File: config.mk
export PLATFORM = sky130hd
export DESIGN_NAME = iterative_shifter_flat
export DESIGN_NICKNAME = d
export VERILOG_FILES = /design/src/rtl/iterative_shifter_if.sv /design/src/rtl/iterative_shifter.sv /design/src/flat_wrapper.sv
export SDC_FILE = /design/constraint.sdc
export NUM_CORES = 1
export LEC_CHECK = 0
export ABC_AREA = 1
export CORE_MARGIN = 2
export CORE_UTILIZATION = 53
export DETAILED_ROUTE_END_ITERATION = 8
export PLACE_DENSITY = 0.84
export SLEW_MARGIN = 30
export SYNTH_ARGS = -nofsm -noshare
export SYNTH_HDL_FRONTEND = slang
export SYNTH_SLANG_ARGS = --single-unit
File: constraint.sdc
create_clock -name clk -period 2.6 [get_ports clk]
set_input_delay 0.26 -clock clk [delete_from_list [all_inputs] [get_ports clk]]
set_output_delay 0.26 -clock clk [all_outputs]
set_load 0.01 [all_outputs]
File: src/rtl/iterative_shifter_if.sv
// Handshake and data bundle for iterative_shifter.
// The master drives requests and operands; the slave returns status and result.
interface iterative_shifter_if #(
  parameter int unsigned WIDTH = 16,
  parameter int unsigned CNT_W = 4
) ();

  logic             start;
  logic [1:0]       mode;
  logic             norm;
  logic [CNT_W-1:0] shift_count;
  logic [WIDTH-1:0] x;

  logic             busy;
  logic             done;
  logic [WIDTH-1:0] r;
  logic [CNT_W-1:0] shamt;
  logic             zero;

  modport master (
    output start, mode, norm, shift_count, x,
    input  busy, done, r, shamt, zero
  );

  modport slave (
    input  start, mode, norm, shift_count, x,
    output busy, done, r, shamt, zero
  );

endinterface

File: src/rtl/iterative_shifter.sv
// Multi-cycle shifter: one binary-weighted stage per clock (LSL/LSR/ASR/ROR).
// Normalise mode is built only when ITERATIVE_SHIFTER_NORMALIZE_EN is defined.
module iterative_shifter #(
  parameter int unsigned WIDTH = 16,
  parameter int unsigned CNT_W = 4
) (
  input  logic               clk,
  input  logic               reset,
  iterative_shifter_if.slave bus
);

  if (WIDTH != (1 << CNT_W)) begin : g_width_check
    $error("iterative_shifter: WIDTH (%0d) must equal 2**CNT_W (%0d)", WIDTH, 1 << CNT_W);
  end

  typedef enum logic [1:0] {StIdle, StShift, StDone} state_e;
  typedef enum logic [1:0] {ModeLsl = 2'b00, ModeLsr = 2'b01, ModeAsr = 2'b10,
                            ModeRor = 2'b11} mode_e;

  state_e           state_q;
  mode_e            mode_q;
  logic [WIDTH-1:0] work_q, work_d;
  logic [CNT_W-1:0] count_q, count_d;
  logic [CNT_W-1:0] stage_q;
  logic [CNT_W-1:0] step;
  logic             busy_q, done_q, zero_q;
  logic [WIDTH-1:0] r_q;
  logic [CNT_W-1:0] shamt_q;

  // 2^k serves both as the shift distance and as the count-bit mask for stage k.
  assign step = CNT_W'(1) << stage_q;

`ifdef ITERATIVE_SHIFTER_NORMALIZE_EN
  logic             norm_q;
  logic [WIDTH-1:0] top_mask;

  assign top_mask = ~({WIDTH{1'b1}} >> step);
`else
  logic unused_norm;

  assign unused_norm = bus.norm;
`endif

  always_comb begin
    work_d  = work_q;
    count_d = count_q;
    if ((count_q & step) != '0) begin
      case (mode_q)
        ModeLsl: work_d = work_q << step;
        ModeLsr: work_d = work_q >> step;
        ModeAsr: work_d = WIDTH'($signed(work_q) >>> step);
        // Left amount is WIDTH - step, taken modulo WIDTH via the CNT_W-bit wrap.
        ModeRor: work_d = (work_q >> step) | (work_q << (CNT_W'(0) - step));
        default: work_d = work_q;
      endcase
    end
`ifdef ITERATIVE_SHIFTER_NORMALIZE_EN
    if (norm_q) begin
      work_d  = work_q;
      count_d = count_q;
      if ((work_q & top_mask) == '0) begin
        work_d  = work_q << step;
        count_d = count_q | step;
      end
    end
`endif
  end

  always_ff @(posedge clk or negedge reset) begin
    if (!reset) begin
      state_q <= StIdle;
      mode_q  <= ModeLsl;
      work_q  <= '0;
      count_q <= '0;
      stage_q <= '0;
      busy_q  <= 1'b0;
      done_q  <= 1'b0;
      r_q     <= '0;
      shamt_q <= '0;
      zero_q  <= 1'b1;
`ifdef ITERATIVE_SHIFTER_NORMALIZE_EN
      norm_q  <= 1'b0;
`endif
    end else begin
      case (state_q)
        StIdle, StDone: begin
          done_q <= 1'b0;
          if (bus.start) begin
            state_q <= StShift;
            busy_q  <= 1'b1;
            mode_q  <= mode_e'(bus.mode);
            work_q  <= bus.x;
            stage_q <= CNT_W'(CNT_W - 1);
`ifdef ITERATIVE_SHIFTER_NORMALIZE_EN
            norm_q  <= bus.norm;
            // Normalise accumulates the leading-zero count from zero.
            count_q <= bus.norm ? '0 : bus.shift_count;
`else
            count_q <= bus.shift_count;
`endif
          end else begin
            state_q <= StIdle;
          end
        end
        StShift: begin
          work_q  <= work_d;
          count_q <= count_d;
          stage_q <= stage_q - CNT_W'(1);
          if (stage_q == '0) begin
            state_q <= StDone;
            busy_q  <= 1'b0;
            done_q  <= 1'b1;
            r_q     <= work_d;
            shamt_q <= count_d;
            zero_q  <= (work_d == '0);
          end
        end
        default: begin
          state_q <= StIdle;
          busy_q  <= 1'b0;
          done_q  <= 1'b0;
        end
      endcase
    end
  end

  assign bus.busy  = busy_q;
  assign bus.done  = done_q;
  assign bus.r     = r_q;
  assign bus.shamt = shamt_q;
  assign bus.zero  = zero_q;

endmodule

File: src/flat_wrapper.sv
// flat-port wrapper written by rule: the top's interface ports become plain ports
module iterative_shifter_flat 
#(
  parameter int unsigned WIDTH = 16,
  parameter int unsigned CNT_W = 4
)
  (clk, reset, bus_start, bus_mode, bus_norm, bus_shift_count, bus_x, bus_busy, bus_done, bus_r, bus_shamt, bus_zero);
  iterative_shifter_if #(.WIDTH(WIDTH), .CNT_W(CNT_W)) bus_i ();
  input  logic clk;
  input  logic reset;
  input wire logic [$bits(bus_i.start)-1:0] bus_start;
  input wire logic [$bits(bus_i.mode)-1:0] bus_mode;
  input wire logic [$bits(bus_i.norm)-1:0] bus_norm;
  input wire logic [$bits(bus_i.shift_count)-1:0] bus_shift_count;
  input wire logic [$bits(bus_i.x)-1:0] bus_x;
  output wire logic [$bits(bus_i.busy)-1:0] bus_busy;
  output wire logic [$bits(bus_i.done)-1:0] bus_done;
  output wire logic [$bits(bus_i.r)-1:0] bus_r;
  output wire logic [$bits(bus_i.shamt)-1:0] bus_shamt;
  output wire logic [$bits(bus_i.zero)-1:0] bus_zero;
  assign bus_i.start = bus_start;
  assign bus_i.mode = bus_mode;
  assign bus_i.norm = bus_norm;
  assign bus_i.shift_count = bus_shift_count;
  assign bus_i.x = bus_x;
  assign bus_busy = bus_i.busy;
  assign bus_done = bus_i.done;
  assign bus_r = bus_i.r;
  assign bus_shamt = bus_i.shamt;
  assign bus_zero = bus_i.zero;
  iterative_shifter #(.WIDTH(WIDTH), .CNT_W(CNT_W)) u_core (.clk(clk), .reset(reset), .bus(bus_i));
endmodule
* After elaboration in Yosys (flattened, before gate mapping)
Index checks and enable logic that the tools add are counted. W data, S select, Z words.
Word-level totals: flip-flop bits (word level) 51, logic and storage cells 51, memory bits (writable) 0, memories kept 0, ROM bits 0, bits in latches 0, output and inout bits 23
Cells by class: multiplexer cells 14, shift-type cells 5, $mul 0, add/sub/neg operators 2, reduce and logical (&&, ||, !) cells 11, eq/ne operators 7, bitwise gates (word level) 2, div/mod/pow operators 0, $lt $le $gt $ge 0
Operators by type and width (number):
- $pmux W16 S4 | 1
- $mux W16 | 2
- $pmux W16 S2 | 1
- $shl A16 B4 Y16 | 2
- $logic_not A16 Y1 | 1
- $or A16 B16 Y16 | 1
- $shr A16 B4 Y16 | 1
- $sshr A16 B4 Y16 | 1
- $pmux W4 S2 | 1
- $reduce_and A2 Y1 | 4
- $eq A2 B2 Y1 const B | 3
- $mux W1 | 5
- $and A4 B4 Y4 | 1
- $eq A2 B1 Y1 const B | 2
- $logic_not A2 Y1 | 2
- $logic_not A4 Y1 | 1
- $mux W4 | 1
- $pmux W2 S2 | 1
- $reduce_bool A4 Y1 | 1
- $shl A1 B4 Y4 const A | 1
- $sub A1 B4 Y4 const A | 1
- $sub A4 B1 Y4 const B | 1
- $mux W2 | 1
- $ne A2 B1 Y1 const B | 1
- other kinds (4) | 4

* Depth between registers and ports, before layout
depth in word-level cells 7, mapped depth 23, mapped depth without buffers 20

* Worst setup path before layout
No wires, ideal clock.
path kind register -> register, start register u_core.stage_q[2], end register u_core.zero_q, in the netlist u_core.bus.zero, required time 2.540 ns, stages on the path, launching flop included 20, arrival 2.667 ns, period minus slack after synthesis 2.727 ns, library setup time 0.060 ns, path slack -0.127 ns, path through dfrtp_1 > nor2_8 > nand2_4 > buf_4 > ha_1 > clkbuf_1 > inv_1 > clkbuf_1 > nand3_1 > nand3_1 > nand2_1 > nand2_1 > nand3_1 > o21ai_2 > nand2_1 > clkinv_1 > nand2_1 > nor2_1 > nand2_1 > nand2_1
Between the ends: longest elaborated chain between the ends 7, elaborated cells between the ends (all ways) 14
RTL lines:
- from (decl) | line iterative_shifter.sv:24 | logic [CNT_W-1:0] stage_q;
- from (signal assigned) | line iterative_shifter.sv:93 | stage_q <= CNT_W'(CNT_W - 1);
- from (signal assigned) | line iterative_shifter.sv:108 | stage_q <= stage_q - CNT_W'(1);
- $shl A1 B4 Y4 | line iterative_shifter.sv:31 | assign step = CNT_W'(1) << stage_q;
- $sub A1 B4 Y4 | line iterative_shifter.sv:53 | ModeRor: work_d = (work_q >> step) | (work_q << (CNT_W'(0) - step));
- $shl A16 B4 Y16 | line iterative_shifter.sv:53
- $or A16 B16 Y16 | line iterative_shifter.sv:53
- $pmux W16 S4 | line iterative_shifter.sv:48 | case (mode_q)
- $mux W16 | line iterative_shifter.sv:47 | if ((count_q & step) != '0) begin
- $logic_not A16 Y1 | line iterative_shifter.sv:115 | zero_q <= (work_d == '0);
- to (signal assigned) | line iterative_shifter.sv:115
- to (decl) | line iterative_shifter.sv:26 | logic busy_q, done_q, zero_q;
Parallel ways exist; a longest one is shown, timed or not. A chain may end at the register's enable or synchronous reset.

* Worst setup path after layout
Same ends and word-level chain as after synthesis.

==> impl_results.md <==
* Status: finished clean
* Inserted Clock Buffers at 5
* Post-synth cell types at 37
* Crit-path max cell delay at ~450 ps
* Antenna cells at 0
* Switching part of the total at 0.5646
* Clock sinks at 50
* GRT Util Overall at 0.3813
* Most used DFF post-synth: dfrtp_1
* Seq pwr share at 0.160
* Critical path arrival at ~2800 ps
* Initial Utilization at 0.5451
* Layout cell share with drive strength beyond 1 at 0.1885
* Final wirelength at 18.39 mm
* Setup crit end kind: register
* Synth Instances at around 740
* Post-Syn Nets at 772
* Internal Power at around 4400 µW
* Crit-path cells: nor2_8, nand2_8, ha_1, buf_4, nand3_1, nand3_1, nand3_1, nand2_1, nand2_1, nand2_1, nand2_1, nand2_1, nor2_1, nand2_1, nor2_1, nand2_1, nand2_1
* Final Max Tran Viols at 0
* Crit Path Max Fanout at 12
* Syn avg cell area at 6.389 µm²
* # Max-Cap Violations at 0
* Ys Warns at 0
* Die H at slightly below 100 µm
* Drt pass-1 iters at 5
* Layout net count at 860
* Layout area overhead at 22.27%
* Worst path buffer plus inverter count at 1
* Die X-Extent at 98.70 µm
* Netlist Area Pre-Place at 4753 µm²
* Vias in the first global route at approximately 5,600
* Gate power share at 0.783
* Net Switching at 5722 µW
* Clock share of power at 0.057
* Antenna violation net count after detailed routing at 0
* Synthesis-stage register bit count at 50
* Drt via density at 6.152
* Maximum buffer depth of the clock tree at 2
* Critical path's slowest cell: dfrtp_1
* Top Ports at 49
* Final critical-path setup slack at 85.80 ps
* Rel. slew slack at 0.5985
* Worst min path class: in2async
* 1st-iter DRT viols at about 630
* Place WS at 46.58 ps
* Tcrit/Tclk final at 0.9670
* RSZ-0062 raised after global routing: true
* Hold Violations, Final at 0
* Pwr Density at 1744 nW/µm²
* CORE AREA at between 8000 and 9000 µm²
* Via count at 5,789
* DP HPWL at 14.21 mm
* Sequential-to-total area share from yosys stat at 0.2635
* Count of final setup violators at 0
* Clock root cell: clkbuf_8
* CTS tree: built
* Worst reg2reg setup slack at 90 ps
* CP most frequent cell: nand2_1
* Worst setup SP type: register
* Setup CP Type: reg2reg
* First-pass GRT wire length at 29.28 mm
* Skew-Pair Late Insertion Delay at 310 ps
* Final min period at 2514 ps
* Global placement routability congestion at 1.091
* VDD IR max at 0.9620 mV
* Initial antenna violation count at 0
* FMAX at 0.3977 GHz
* Setup TNS at 0 ps
* Port-buffer cells at 47
* FFs w/ async S/R, synth at 1.000
* Fin Clk Skew at 11.25 ps
* Worst path required time at roughly 2900 ps
* Total gr overflow at 0
* Die area at 9742 µm²
* Tightest Pin Transition at 602.3 ps
* DR WL/cell at 19.54 µm
* Clk slew on worst S/H paths at around 100 ps
* Remaining DRCs at 0
* Placement Rows at 34
* Number of synthesized flops with an enable pin at 0
* Largest net degree at the start of global routing at 35
* H-tree levels at 2
* Leak pwr at a little under 0.003 µW
* CP top delay family: simple AND/OR/NAND/NOR gates
==> path summary, 6_finish.rpt <==
kind,from,cells past startpoint,to
setup / recovery,u_core.stage_q[2]$_DFFE_PN0P_,17,u_core.bus.zero$_DFFE_PN1P_
hold / removal,reset,2,u_core.bus.r[11]$_DFFE_PN0P_
setup reg to reg,u_core.stage_q[2]$_DFFE_PN0P_,17,u_core.bus.zero$_DFFE_PN1P_
hold reg to reg,u_core.bus.zero$_DFFE_PN1P_,2,u_core.bus.zero$_DFFE_PN1P_
max in group asynchronous,reset,3,u_core.bus.zero$_DFFE_PN1P_
min in group clk,u_core.bus.zero$_DFFE_PN1P_,2,u_core.bus.zero$_DFFE_PN1P_
==> synth_stat cells (8+ instances only) <==
cell      instances  share of area
nand2_1         259           0.20
nand3_1         144           0.15
inv_1            50          0.039
dfrtp_1          49           0.26
nor2_1           41          0.032
o21ai_0          28          0.029
nand2_2          22          0.029
nand3_2          18          0.038
a21oi_1          12          0.013
nand4_1          11          0.014
buf_2            10          0.011
nand2_4          10          0.024
o221ai_1         10          0.018
buf_4             9          0.014
clkbuf_1          9         0.0071
o211ai_1          8          0.013
==> flip-flops by register name, indices dropped and copies added, names as in the netlist <==
name              count
u_core.bus.r         16
u_core.count_d        4
u_core.mode_q         2
u_core.work_q        16
u_core.bus.shamt      4
u_core.bus.zero       1
u_core.stage_q        4
u_core.state_q        2
u_core.bus.busy       1
==> worst register-to-register path: cells and delay by family (launching register included) <==
kind                     cells  cell delay, ps
adder cells (fa/ha/maj)      1             310
buffers and inverters        1             200
flip-flops                   1             450
AND/OR/NAND/NOR             15            1500
==> routing by layer <==
metal	global-route usage	wire, µm	vias up
met5	0	0	-
met2	0.6107	8421	386
met1	0.4951	7203	2672
li1	-	-	2649
met3	0.06667	1772	82
met4	0.1981	990	0
==> logic make-up after synthesis <==
| logic type | Yosys count | share of synthesized area |
|---|---|---|
| AND/OR/NAND/NOR | 520 | 0.5333 |
| AO/OA/AOI/OAI | 75 | 0.09713 |
| adder cells (fa/ha/maj) | 2 | 0.005264 |
| flip-flops | 50 | 0.2635 |
| buffers and inverters | 96 | 0.09897 |
| XOR/XNOR | 1 | 0.001843 |
==> area by class of cell <==
type | instances | area (µm²)
clock buffer | 5 | 68.82
clock inverter | 3 | 43.79
fill | 777 | 2909
inverter | 61 | 235.2
multi-input combinational | 598 | 3038
sequential | 50 | 1256
tap | 108 | 135.1
timing repair buffer | 115 | 1027
timing repair inverter | 1 | 7.507
==> cell usage in the layout (no fill, tap or decap), types with 11 or more instances in the layout <==
| cell | count |
|---|---|
| o21ai_0 | 28 |
| nand3_1 | 144 |
| nand3_2 | 18 |
| buf_4 | 61 |
| a21oi_1 | 12 |
| nand2_1 | 259 |
| inv_1 | 49 |
| clkdlybuf4s50_1 | 46 |
| nor2_1 | 40 |
| nand2_2 | 22 |
| dfrtp_1 | 46 |
| nand4_1 | 11 |
==> timing repair <==
action,4_1_cts,5_1_grt
buffers inserted,0,7
hold endpoints to repair,26,0
hold buffers,1,0
cloned,0,1
setup endpoints to repair,1,26
pin swaps,0,2
gates resized for setup,1,9
==> per-stage QoR <==
| step | hold slack, ps | std cells | power, µW | instance area, µm² | util |
|---|---|---|---|---|---|
| floorplan | -35.59 | 744 | 6498 | 4756 | - |
| global placement | 286.9 | 924 | 9002 | 5603 | 0.6425 |
| detailed placement | 288.4 | 924 | 9170 | 5603 | 0.6425 |
| CTS | 485.5 | 933 | 9800 | 5727 | 0.6567 |
| global route | 504.9 | 941 | 10920 | 5812 | 0.6664 |
| finish | 484.7 | 941 | 10130 | 5812 | 0.6664 |
==> power groups by stage <==
| stage | registers, µW | logic, µW | clock network [µW] |
|---|---|---|---|
| 5_1_grt | 1650 | 8670 | 602 |
| 2_1_floorplan | 1510 | 4980 | 0 |
| 6_report | 1620 | 7940 | 577 |
| 3_3_place_gp | 1570 | 7430 | 0 |
| 4_1_cts | 1580 | 7640 | 579 |
| 3_5_place_dp | 1590 | 7580 | 0 |
Note: power is estimated with default switching activity, not from simulation.
